===== config.mk =====
export PLATFORM = sky130hd
export DESIGN_NAME = ball_frame_render
export DESIGN_NICKNAME = d
export VERILOG_FILES = /design/src/rtl/ball_frame_render_pkg.sv /design/src/rtl/ball_frame_render_mask.sv /design/src/rtl/ball_frame_render.sv
export SDC_FILE = /design/constraint.sdc
export NUM_CORES = 1
export LEC_CHECK = 0
export CAP_MARGIN = 0
export CORE_UTILIZATION = 31
export CTS_CLUSTER_DIAMETER = 100
export DETAILED_ROUTE_END_ITERATION = 6
export SETUP_SLACK_MARGIN = 0.05
export SLEW_MARGIN = 0
export SYNTH_ARGS = -nofsm -noshare
export SYNTH_HDL_FRONTEND = slang
export SYNTH_SLANG_ARGS = --single-unit

===== constraint.sdc =====
create_clock -name clk -period 10.5 [get_ports clk]
set_input_delay 3.15 -clock clk [delete_from_list [all_inputs] [get_ports clk]]
set_output_delay 3.15 -clock clk [all_outputs]
set_load 0.01 [all_outputs]

===== src/rtl/ball_frame_render_pkg.sv =====
// Shared types and constants for the ball frame renderer: FSM states, LCD opcodes, pixel type.
package ball_frame_render_pkg;

    typedef enum logic [2:0] {
        IDLE,
        CMD,
        PIX_HI,
        PIX_LO,
        DONE
    } state_t;

    localparam logic [7:0] CASET = 8'h2A;
    localparam logic [7:0] RASET = 8'h2B;
    localparam logic [7:0] RAMWR = 8'h2C;

    localparam int CMD_WORDS = 11;

    typedef logic [15:0] rgb565_t;

    // Window setup: full-screen column range, full-screen row range, then memory write.
    function automatic logic [8:0] cmd_word(input logic [3:0] idx,
                                            input logic [7:0] col_end,
                                            input logic [7:0] row_end);
        case (idx)
            4'd0:    cmd_word = {1'b0, CASET};
            4'd4:    cmd_word = {1'b1, col_end};
            4'd5:    cmd_word = {1'b0, RASET};
            4'd9:    cmd_word = {1'b1, row_end};
            4'd10:   cmd_word = {1'b0, RAMWR};
            default: cmd_word = {1'b1, 8'h00};
        endcase
    endfunction

endpackage


===== src/rtl/ball_frame_render_mask.sv =====
// ball_mask_rom: 16x16 circular ball mask, one row per lookup; bit c set when pixel (row, c) is inside.
// Only built when BALL_ROUND_EN is defined; the square-ball build carries no mask logic at all.
`ifdef BALL_ROUND_EN
module ball_mask_rom
    import ball_frame_render_pkg::*;
(
    input  logic [3:0]  row,
    output logic [15:0] bits
);

    // Pixel centres sit at half-integer offsets, so compare (2c-15, 2r-15) against radius 16.
    function automatic logic [15:0] circle_row(input logic [3:0] r);
        int dx;
        int dy;
        circle_row = '0;
        dy = 2 * int'(r) - 15;
        for (int c = 0; c < 16; c++) begin
            dx = 2 * c - 15;
            circle_row[c] = (dx * dx + dy * dy <= 256);
        end
    endfunction

    assign bits = circle_row(row);

endmodule
`endif


===== src/rtl/ball_frame_render.sv =====
// Streams one full RGB565 frame (window setup + pixels) to lcd_write, one word per en_write/wr_done handshake.
// Build option BALL_ROUND_EN: draw the ball through a circular mask instead of as a filled square.
module ball_frame_render
    import ball_frame_render_pkg::*;
#(
    parameter int          WIDTH      = 240,
    parameter int          HEIGHT     = 240,
    parameter int          BALL_SIZE  = 16,
    parameter int          BALL_X     = 112,
    parameter logic [15:0] BG_COLOR   = 16'hFFFF,
    parameter logic [15:0] BALL_COLOR = 16'hF800
) (
    input  logic       clk,
    input  logic       rst,
    input  logic       frame_start,
    input  logic [7:0] ball_y,
    input  logic       wr_done,
    output logic [8:0] lcd_data,
    output logic       en_write,
    output logic       busy,
    output logic       frame_done
);

    localparam logic [15:0] X_LAST   = 16'(WIDTH - 1);
    localparam logic [15:0] Y_LAST   = 16'(HEIGHT - 1);
    localparam logic [15:0] BX_LO    = 16'(BALL_X);
    localparam logic [15:0] BX_HI    = 16'(BALL_X + BALL_SIZE);
    localparam logic [15:0] BS16     = 16'(BALL_SIZE);
    localparam logic [7:0]  LY_MAX   = 8'(HEIGHT - BALL_SIZE);
    localparam logic [7:0]  COL_END  = 8'(WIDTH - 1);
    localparam logic [7:0]  ROW_END  = 8'(HEIGHT - 1);
    localparam logic [3:0]  CMD_LAST = 4'(CMD_WORDS - 1);

    state_t      state;
    logic [3:0]  cmd_idx;
    logic [15:0] x;
    logic [15:0] y;
    logic [7:0]  ly;
    logic [7:0]  lo_byte;
    logic        pending;

    logic [15:0] nx;
    logic [15:0] ny;
    logic [15:0] tx;
    logic [15:0] ty;
    logic [15:0] ly16;
    logic        in_sq;
    logic        in_ball;
    logic        ack;
    logic        last_px;
    rgb565_t     pix;

    // Colour is always evaluated for the pixel whose high byte goes out next:
    // (x,y) while still in CMD, the following raster position while in PIX_LO.
    always_comb begin
        nx      = (x == X_LAST) ? 16'd0 : x + 16'd1;
        ny      = (x == X_LAST) ? y + 16'd1 : y;
        tx      = (state == PIX_LO) ? nx : x;
        ty      = (state == PIX_LO) ? ny : y;
        ly16    = {8'd0, ly};
        in_sq   = (tx >= BX_LO) && (tx < BX_HI) && (ty >= ly16) && (ty < ly16 + BS16);
        ack     = wr_done && pending;
        last_px = (x == X_LAST) && (y == Y_LAST);
    end

`ifdef BALL_ROUND_EN
    logic [3:0]  mask_r;
    logic [3:0]  mask_c;
    logic [15:0] mask_bits;

    assign mask_r = 4'(ty - ly16);
    assign mask_c = 4'(tx - BX_LO);

    ball_mask_rom u_mask (
        .row  (mask_r),
        .bits (mask_bits)
    );

    assign in_ball = in_sq && mask_bits[mask_c];
`else
    assign in_ball = in_sq;
`endif

    assign pix = in_ball ? BALL_COLOR : BG_COLOR;

    always_ff @(posedge clk) begin
        if (rst) begin
            state      <= IDLE;
            cmd_idx    <= '0;
            x          <= '0;
            y          <= '0;
            ly         <= '0;
            lo_byte    <= '0;
            pending    <= 1'b0;
            lcd_data   <= 9'h000;
            en_write   <= 1'b0;
            busy       <= 1'b0;
            frame_done <= 1'b0;
        end else begin
            en_write   <= 1'b0;
            frame_done <= 1'b0;
            if (ack) begin
                pending <= 1'b0;
            end
            case (state)
                IDLE: begin
                    if (frame_start) begin
                        ly       <= (ball_y > LY_MAX) ? LY_MAX : ball_y;
                        busy     <= 1'b1;
                        cmd_idx  <= '0;
                        x        <= '0;
                        y        <= '0;
                        lcd_data <= cmd_word(4'd0, COL_END, ROW_END);
                        en_write <= 1'b1;
                        pending  <= 1'b1;
                        state    <= CMD;
                    end
                end
                CMD: begin
                    if (ack) begin
                        en_write <= 1'b1;
                        pending  <= 1'b1;
                        if (cmd_idx == CMD_LAST) begin
                            lcd_data <= {1'b1, pix[15:8]};
                            lo_byte  <= pix[7:0];
                            state    <= PIX_HI;
                        end else begin
                            cmd_idx  <= cmd_idx + 4'd1;
                            lcd_data <= cmd_word(cmd_idx + 4'd1, COL_END, ROW_END);
                        end
                    end
                end
                PIX_HI: begin
                    if (ack) begin
                        lcd_data <= {1'b1, lo_byte};
                        en_write <= 1'b1;
                        pending  <= 1'b1;
                        state    <= PIX_LO;
                    end
                end
                PIX_LO: begin
                    if (ack) begin
                        if (last_px) begin
                            busy       <= 1'b0;
                            frame_done <= 1'b1;
                            state      <= DONE;
                        end else begin
                            x        <= nx;
                            y        <= ny;
                            lcd_data <= {1'b1, pix[15:8]};
                            lo_byte  <= pix[7:0];
                            en_write <= 1'b1;
                            pending  <= 1'b1;
                            state    <= PIX_HI;
                        end
                    end
                end
                DONE: begin
                    state <= IDLE;
                end
                default: begin
                    state <= IDLE;
                end
            endcase
        end
    end

endmodule

==> impl_metrics.tcl <==
set metrics [dict create \
    status "complete, no violations" \
    placementRows 42 \
    antenna_cells 0 \
    synth_ff_type "dfxtp_1" \
    grt_setup_unrepaired "false" \
    tns_ns 0 \
    clock_sinks 59 \
    critPathRequiredTime_ns 10.74 \
    io_pins 24 \
    core-area_mm2 0.0133 \
    cp-end-kind "register" \
    port_buffers 23 \
    vias_per_cell 5.71 \
    fmax_mhz 178 \
    syn_area_per_cell_um2 7.63 \
    async_flop_share 0 \
    initialDrtViolationCount 244 \
    fin_crit_ns 5.62 \
    drc 0 \
    r2r_end "lcd_data[1]$_SDFFE_PP0P_" \
    leakage_nw 1.65 \
    crit_type "in -> reg" \
    endpoint "x[15]$_SDFFE_PP0P_" \
    finalMaxSlewViolations 0 \
    crit_fanout 15 \
    root_buffer "clkbuf_16" \
    start_util 0.319 \
    hold_viol 0 \
    place.gp.congestion 0.868 \
    synth_edf_count 0 \
    timing.reg2reg.worst_path_depth 16 \
    layout.cells.non_filler 729 \
    dp_hpwl_um 7840 \
    skew_ns 0.00999 \
    dr_total_vias 4160 \
    grt_max_degree 59 \
    ant_nets 0 \
    final_cell_mix "a21oi_1, nor2_1, dfxtp_1, nand2_1, o21ai_0" \
    fin_crit_sh 0.535 \
    cts_tree "built" \
    grt_overflow_total 0 \
    htreeDepth 3 \
    arrival_ns 5.87 \
    slew_headroom 0.244 \
    start_kind "input pin" \
    synth_cell_types 75 \
    crit_start "frame_start" \
    drt_wl_total_um 11200 \
    hold_class "reg -> reg" \
    drt_pass1_iterations 5 \
    grtUsageTotal 0.163 \
    vdd_drop_max_mv 0.0857 \
    ctsHoldBuffers 0 \
    power_density_mw_per_mm2 134 \
    min_from "lcd_data[1]$_SDFFE_PP0P_" \
    die_h_um 119 \
    grt_pass1_vias 3912 \
    drive_above_1_share 0.0759 \
    clk_pin_slew_ns 0.05 \
    clockBufferDepth 2 \
    timing_worst_slew_pin_value_ns 1.13 \
    r2r_start "x[8]$_SDFFE_PP0P_" \
    yosysWarnings 0 \
    max-cap-violations 0 \
    area_growth_pct 13.0 \
    final_common_cell "a21oi_1" \
    wl_per_cell_um 15.3 \
    syn_area_mm2 0.00424 \
    synthCells 556 \
    place_inst 715 \
    cts_buffers 9 \
    post_cts_resized 0 \
    post-cts-setup-buffer-count 0 \
    fin_nets 582 \
    synth_fp_nets 588 \
    clk_latency_ns 0.33 \
    rrSetupSlack_ns 6.29 \
    ys_seq_area_frac 0.278 \
    setup_viol 0 \
    die_area_mm2 0.0142 \
    antenna_found_initial 0 \
    die_w_um 119 \
    ys_ff_latch 59 \
    grt_pass1_wl_um 18900 \
]
## critical path, stage by stage
cell             delay, ns
clkdlybuf4s50_1       0.48
nor2b_1               0.44
nand2_1               0.47
o31ai_2               0.16
buf_4                 0.24
nand2_1               0.20
or4_1                 0.55
a21oi_1               0.17
## final cells by class
class	count	area, um2
fill	1406	8500
inverter	17	63.8
clock inverter	2	35.0
sequential	59	1180
tap	176	220
multi-input combinational	438	2790
timing repair buffer	25	240
clock buffer	12	267
## layer usage
layer / up-vias / global-route usage / wire length (um)
met2: 115 / 0.268 / 5200
met3: 22 / 0.0350 / 544
met5: - / 0 / 0
li1: 2041 / - / -
met4: 0 / 0.0578 / 222
met1: 1982 / 0.210 / 5220
## stage by stage
step                      setup slack [ns]  area, um2  hold WS [ns]  total power [W]   util
after floorplan                       5.87       4240         0.449         0.000320      -
after detailed placement              4.56       4490         0.462         0.000347  0.338
after CTS                             4.90       4790         0.473         0.000648  0.361
after global placement                4.64       4490         0.454         0.000346  0.338
final                                 4.88       4790         0.464         0.000643  0.361
after global routing                  4.72       4790         0.503         0.000669  0.361
## synth_stat cells, types with 4 or more instances
master	instances	area share
a211oi_1	4	0.0071
a21o_1	6	0.011
a21oi_1	63	0.074
a22oi_1	5	0.0088
a31oi_1	8	0.012
a41oi_1	4	0.0083
and3_1	6	0.0088
buf_2	5	0.0059
buf_4	6	0.011
clkbuf_1	27	0.024
dfxtp_1	59	0.28
ha_1	20	0.059
inv_1	17	0.015
mux2i_1	7	0.017
nand2_1	35	0.031
nand3_1	26	0.031
nand3b_1	5	0.0088
nand4_1	7	0.010
nand4b_1	4	0.0083
nor2_1	62	0.055
nor2b_1	4	0.0059
nor3_1	19	0.022
nor4_1	7	0.010
o21ai_0	29	0.034
o21ai_1	12	0.014
or3_1	12	0.018
or4_1	8	0.014
xnor2_1	10	0.021
xor2_1	6	0.012
## worst min path at each step
stage / cells after the start / slack, ns / end
detailed placement: 2 / 0.46 / lcd_data[1]$_SDFFE_PP0P_
global placement: 2 / 0.45 / lcd_data[1]$_SDFFE_PP0P_
floorplan: 2 / 0.45 / x[1]$_SDFFE_PP0P_
global route: 2 / 0.50 / lcd_data[1]$_SDFFE_PP0P_
finish: 2 / 0.46 / lcd_data[1]$_SDFFE_PP0P_
CTS: 2 / 0.47 / lcd_data[1]$_SDFFE_PP0P_
## cells by family (layout without fill, tap and decap cells)
| family | Yosys count | count (layout) | synth area share |
|---|---|---|---|
| and+or+nand+nor | 228 | 228 | 0.296 |
| AOI/OAI and AO/OA | 164 | 164 | 0.240 |
| DFF | 59 | 59 | 0.278 |
| buffers and inverters | 59 | 56 | 0.0649 |
| adders and majority gates | 20 | 20 | 0.0590 |
| xor gates and xnor gates | 18 | 18 | 0.0422 |
| muxes | 8 | 8 | 0.0192 |
## flip-flops by register name, indices dropped and copies added (netlist names)
| register | flops |
|---|---|
| pending | 1 |
| state | 3 |
| busy | 1 |
| ly | 8 |
| lcd_data | 7 |
| frame_done | 1 |
| x | 16 |
| cmd_idx | 4 |
| en_write | 1 |
| y | 16 |
| lo_byte | 1 |
## where the power goes
group,internal [W],switching (W)
clock,0.000200,0.000100
sequential,0.000233,0.0000119
combinational,0.0000403,0.0000577
total,0.000473,0.000170
Note: power is estimated with default switching activity, not from simulation.
